$ cat src/rtl/prog_loader.sv
// prog_loader: writer side of the instruction-memory interface.
// Receives a program image as a byte stream (4-byte little-endian word count N,
// then N little-endian words) and writes each assembled word into instruction
// memory at BASE_ADDR + 4*idx. The CPU is held until the whole image is written.
//
// Optional feature macro: PROG_LOADER_CHECKSUM_EN
//   When defined, one checksum byte follows the image (also for N==0); the
//   8-bit sum of all length, data and checksum bytes must be zero, else ERR.
//
// Ports:
//   clk_i          system clock, rising edge
//   rst_i          synchronous active-high reset
//   start_i        begin a load (honoured in IDLE, DONE, ERR)
//   byte_valid_i   byte_data_i valid this cycle
//   byte_data_i    stream byte
//   byte_ready_o   loader accepts a byte this cycle
//   mem_addr_o     instruction memory write byte address (registered)
//   mem_wd_o       instruction memory write data (registered)
//   mem_write_o    write strobe, one cycle per word
//   cpu_hold_o     1 = CPU held
//   done_o         image fully written
//   err_o          load aborted
//
// state | meaning
// IDLE  | after reset, waiting for start
// LEN   | collecting the 4 word-count bytes
// DATA  | collecting the 4 bytes of the current word
// WRITE | one-cycle memory write of the assembled word
// CSUM  | (checksum build only) waiting for the checksum byte
// DONE  | image complete, CPU released
// ERR   | load aborted, CPU held

module prog_loader #(
  parameter logic [31:0] BASE_ADDR = 32'h0000_0000,
  parameter int unsigned MAX_WORDS = 1024
) (
  input  logic        clk_i,
  input  logic        rst_i,
  input  logic        start_i,
  input  logic        byte_valid_i,
  input  logic [7:0]  byte_data_i,
  output logic        byte_ready_o,
  output logic [31:0] mem_addr_o,
  output logic [31:0] mem_wd_o,
  output logic        mem_write_o,
  output logic        cpu_hold_o,
  output logic        done_o,
  output logic        err_o
);

  localparam int IDX_W = $clog2(MAX_WORDS) + 1;

  typedef enum logic [2:0] {
    S_IDLE,
    S_LEN,
    S_DATA,
    S_WRITE,
`ifdef PROG_LOADER_CHECKSUM_EN
    S_CSUM,
`endif
    S_DONE,
    S_ERR
  } state_t;

  state_t             state_q, state_d;
  logic [1:0]         byte_cnt_q, byte_cnt_d;
  logic [31:0]        shift_q, shift_d;
  logic [IDX_W-1:0]   idx_q, idx_d;
  logic [IDX_W-1:0]   len_q, len_d;
  logic [31:0]        addr_q, addr_d;
  logic [31:0]        wd_q, wd_d;
`ifdef PROG_LOADER_CHECKSUM_EN
  logic [7:0]         sum_q, sum_d;
`endif

  logic               accept;
  logic [31:0]        word_next;
  logic [IDX_W-1:0]   idx_inc;

  // Outputs are pure decodes of the registered state.
  always_comb begin
    byte_ready_o = 1'b0;
    mem_write_o  = 1'b0;
    cpu_hold_o   = 1'b1;
    done_o       = 1'b0;
    err_o        = 1'b0;
    unique case (state_q)
      S_LEN, S_DATA: byte_ready_o = 1'b1;
`ifdef PROG_LOADER_CHECKSUM_EN
      S_CSUM:        byte_ready_o = 1'b1;
`endif
      S_WRITE:       mem_write_o  = 1'b1;
      S_DONE: begin
        done_o     = 1'b1;
        cpu_hold_o = 1'b0;
      end
      S_ERR:         err_o        = 1'b1;
      default: ;
    endcase
  end

  assign accept     = byte_valid_i & byte_ready_o;
  // Little-endian assembly: bytes shift in from the top so the first byte
  // ends up in bits 7:0 after four transfers.
  assign word_next  = {byte_data_i, shift_q[31:8]};
  assign idx_inc    = idx_q + 1'b1;
  assign mem_addr_o = addr_q;
  assign mem_wd_o   = wd_q;

  always_comb begin
    state_d    = state_q;
    byte_cnt_d = byte_cnt_q;
    shift_d    = shift_q;
    idx_d      = idx_q;
    len_d      = len_q;
    addr_d     = addr_q;
    wd_d       = wd_q;
`ifdef PROG_LOADER_CHECKSUM_EN
    sum_d      = sum_q;
    if (accept) sum_d = sum_q + byte_data_i;
`endif
    unique case (state_q)
      S_IDLE, S_DONE, S_ERR: begin
        if (start_i) begin
          state_d    = S_LEN;
          byte_cnt_d = 2'd0;
          idx_d      = '0;
`ifdef PROG_LOADER_CHECKSUM_EN
          sum_d      = 8'd0;
`endif
        end
      end
      S_LEN: begin
        if (accept) begin
          shift_d    = word_next;
          byte_cnt_d = byte_cnt_q + 2'd1;
          if (byte_cnt_q == 2'd3) begin
            len_d = word_next[IDX_W-1:0];
            idx_d = '0;
            if (word_next == 32'd0) begin
`ifdef PROG_LOADER_CHECKSUM_EN
              state_d = S_CSUM;
`else
              state_d = S_DONE;
`endif
            end else if (word_next > MAX_WORDS) begin
              state_d = S_ERR;
            end else begin
              state_d = S_DATA;
            end
          end
        end
      end
      S_DATA: begin
        if (accept) begin
          shift_d    = word_next;
          byte_cnt_d = byte_cnt_q + 2'd1;
          if (byte_cnt_q == 2'd3) begin
            wd_d    = word_next;
            addr_d  = BASE_ADDR + (32'(idx_q) << 2);
            state_d = S_WRITE;
          end
        end
      end
      S_WRITE: begin
        idx_d = idx_inc;
        if (idx_inc == len_q) begin
`ifdef PROG_LOADER_CHECKSUM_EN
          state_d = S_CSUM;
`else
          state_d = S_DONE;
`endif
        end else begin
          state_d = S_DATA;
        end
      end
`ifdef PROG_LOADER_CHECKSUM_EN
      S_CSUM: begin
        if (accept) begin
          state_d = ((sum_q + byte_data_i) == 8'd0) ? S_DONE : S_ERR;
        end
      end
`endif
      default: state_d = S_IDLE;
    endcase
  end

  always_ff @(posedge clk_i) begin
    if (rst_i) begin
      state_q    <= S_IDLE;
      byte_cnt_q <= 2'd0;
      shift_q    <= 32'd0;
      idx_q      <= '0;
      len_q      <= '0;
      addr_q     <= BASE_ADDR;
      wd_q       <= 32'd0;
`ifdef PROG_LOADER_CHECKSUM_EN
      sum_q      <= 8'd0;
`endif
    end else begin
      state_q    <= state_d;
      byte_cnt_q <= byte_cnt_d;
      shift_q    <= shift_d;
      idx_q      <= idx_d;
      len_q      <= len_d;
      addr_q     <= addr_d;
      wd_q       <= wd_d;
`ifdef PROG_LOADER_CHECKSUM_EN
      sum_q      <= sum_d;
`endif
    end
  end

endmodule
$ cat config.mk
export PLATFORM = sky130hd
export DESIGN_NAME = prog_loader
export DESIGN_NICKNAME = d
export VERILOG_FILES = /design/src/rtl/prog_loader.sv
export SDC_FILE = /design/constraint.sdc
export NUM_CORES = 1
export LEC_CHECK = 0
export BUFFER_PORTS_ARGS = -buffer_cell sky130_fd_sc_hd__buf_2
export CORE_MARGIN = 4
export CORE_UTILIZATION = 51
export DETAILED_ROUTE_END_ITERATION = 8
export HOLD_SLACK_MARGIN = 0.15
export PLACE_DENSITY = 0.74
export REMOVE_ABC_BUFFERS = 1
export SLEW_MARGIN = 20
export SYNTH_ARGS = -nofsm -noshare
export SYNTH_HDL_FRONTEND = slang
export SYNTH_SLANG_ARGS = --single-unit
$ cat constraint.sdc
create_clock -name clk_i -period 4.8 [get_ports clk_i]
set_input_delay 0.72 -clock clk_i [delete_from_list [all_inputs] [get_ports clk_i]]
set_output_delay 0.72 -clock clk_i [all_outputs]
set_load 0.01 [all_outputs]
==> results.yml <==
grt:
  antenna_found_initial: 0
  grt_usage: 0.185
  grt_pass1_vias: 3253
  overflow: 0
  grt_first_pass_wirelength_um: 15200
  grt_max_degree: 52
logic_synthesis:
  avgSynthCellArea_um2: 7.95
  synth.top_cells.by_count: "nand2_1 (144), dfxtp_1 (94), a21oi_1 (79)"
  synth_edf_count: 0
  ys_seq_elements: 94
  netlist_top_cells_area: "dfxtp_1 (44%), nand2_1 (13%), a21oi_1 (9.3%)"
  synth.distinct_cells: 51
  synthFlopType: "dfxtp_1"
  synth_most_common_cell: "nand2_1"
  synthArstFlopShare: 0
  synth_top_area_cell: "dfxtp_1"
  netlist_instances: 534
  yosys_warnings: 0
  seq_area_frac_synth: 0.443
  synth_top_area_share: 0.443
  synth.cell_area_um2: 4250
clock_network:
  cts_setup_buffers: 0
  insertion_delay_ns: 0.37
  clkTransAtPathRegs_ns: 0.09
  hold_buffers: 0
  cts_buffer_depth: 2
  cts_resized: 0
  cts_tree: "yes"
  cts_buffers: 9
  cts.sinks: 94
  cts_max_level: 3
  cts-root-buf: "clkbuf_8"
sta:
  fmax_mhz: 373
  max-slew-margin-rel: 0.346
  worstMarginPinSlew_ns: 0.981
  tns_ns: 0
  fin_skew_ns: 0.0102
  min_period_ns: 2.68
  setup_viol: 0
  fin_crit_sh: 0.558
  drv_slew: 0
  hold_viol: 0
  grt_setup_unrepaired: "no"
worst_hold_path:
  hold_path.class: "flop to flop"
  hold_depth: 2
  hold_start: "mem_addr_o[11]"
  holdPathEnd: "mem_addr_o[11]"
critical_path:
  endpoint_kind: "primary output"
  path_class: "flop to primary output"
  startpoint_type: "flop"
  reg2regPathDepth: 5
  arrival_ns: 1.96
  cp_slowest_cell: "dfxtp_1"
  required_ns: 4.08
  reg2reg_slack_ns: 2.51
  crit_chain: "nor2b_1, nand2_1, inv_1, buf_2"
  slowest_delay_ns: 0.46
  worstPathMaxFanout: 15
  r2r-start: "state_q[1]"
  r2r_end: "shift_q[18]"
floorplan:
  die-area_um2: 9850
  die_w_um: 99.3
  num_io_pins: 81
  die_height_um: 99.3
  start_util: 0.520
  core-area_um2: 8180
  rows: 33
detailed_routing:
  drtPass1Iterations: 4
  avgRoutedWirePerCell_um: 13.6
  drcViolationCount: 0
  num_vias: 3591
  via_per_inst: 5.29
  finalWirelength_um: 9250
  ant_nets: 0
  drt_iter0_markers: 140
flow_run:
  drv_cap: 0
place:
  gp_congestion: 0.870
  dp_hpwl_um: 6440
  io_buffers: 59
power_and_ir_drop:
  p_per_area_nw_per_um2: 296
  ir_worst_vdd_mv: 0.191
  p_leak_nw: 1.77
  p_total_mw: 1.37
cells_and_area:
  fin_nets: 583
  syn2layout_area_growth_pct: 9.10
  num_antenna_cells: 0
  drive_gt1_frac: 0.153
  final_util: 0.567
status:
  status: "finished, final reports clean"
==> layer usage <==
layer / part of all wire / vias to the layer above / global-route usage
met5: 0 / - / 0
met4: 0.020 / 0 / 0.0735
met3: 0.046 / 16 / 0.0435
met2: 0.49 / 92 / 0.309
met1: 0.44 / 1638 / 0.231
li1: - / 1845 / -
==> cell type report <==
| cell class | instances | area [um^2] |
|---|---|---|
| clock buffers | 10 | 128 |
| clock inverters | 6 | 70.1 |
| fillers | 783 | 3540 |
| inverters | 4 | 15.0 |
| multi-input cells | 398 | 2090 |
| flip-flops and latches | 94 | 1880 |
| well taps | 105 | 131 |
| repair buffers | 62 | 318 |
==> cell usage in the layout (no fill, tap or decap), drive strengths merged, types with 9 or more instances in the layout <==
cell and n:
nand2 144, dfxtp 94, a21oi 79, buf 62, nor2 33, conb 21, mux2i 14, nand3 11
clkbuf 10, nor4 9
==> power by group <==
group,switching (mW),internal (mW),leakage [nW],total [mW]
logic,0.0410,0.0129,0.922,0.0540
registers,0.00593,0.784,0.758,0.790
clock network,0.284,0.246,0.0948,0.530
total,0.331,1.04,1.77,1.37
==> how the worst max path moves through the flow <==
stage	startpoint	slack, ns	end	cells past startpoint
after floorplan	byte_valid_i	2.39	state_q[0]	4
after global placement	byte_valid_i	2.47	state_q[1]	6
after detailed placement	byte_valid_i	2.40	len_q[4]	5
after CTS	state_q[0]	2.13	mem_write_o	4
after global routing	state_q[0]	1.99	mem_write_o	4
final	state_q[0]	2.12	mem_write_o	4
==> per-stage QoR <==
stage	hold slack, ns	area [um^2]	cells	setup slack [ns]
after floorplan	0.445	3980	496	2.39
after global placement	0.438	4430	663	2.47
after detailed placement	0.444	4430	663	2.40
after CTS	0.457	4630	679	2.13
after global routing	0.470	4630	679	1.99
final	0.454	4630	679	2.12
==> critical path: cells and delay by family, from the launching register on <==
kind                   cells  cell delay (ns)
flip-flops                 1             0.46
buffers and inverters      2             0.62
AND/OR/NAND/NOR            2             0.52
==> state kept, by name, summed over array words and instances, names as in the netlist <==
register / flops
mem_wd_o: 32
shift_q: 24
idx_q: 11
len_q: 11
mem_addr_o: 11
state_q: 3
byte_cnt_q: 2
==> logic make-up (layout without fill, tap and decap cells) <==
group / Yosys count / after routing / synth area share
compound gates: 114 / 114 / 0.154
xor+xnor: 14 / 14 / 0.0306
fa+ha+maj: 2 / 2 / 0.00589
buf+inv: 62 / 82 / 0.0845
flops: 94 / 94 / 0.443
mux: 14 / 14 / 0.0330
other cells: 1 / 21 / 0.000883
simple gates: 233 / 233 / 0.248
Power figures use the tool's default switching activity.
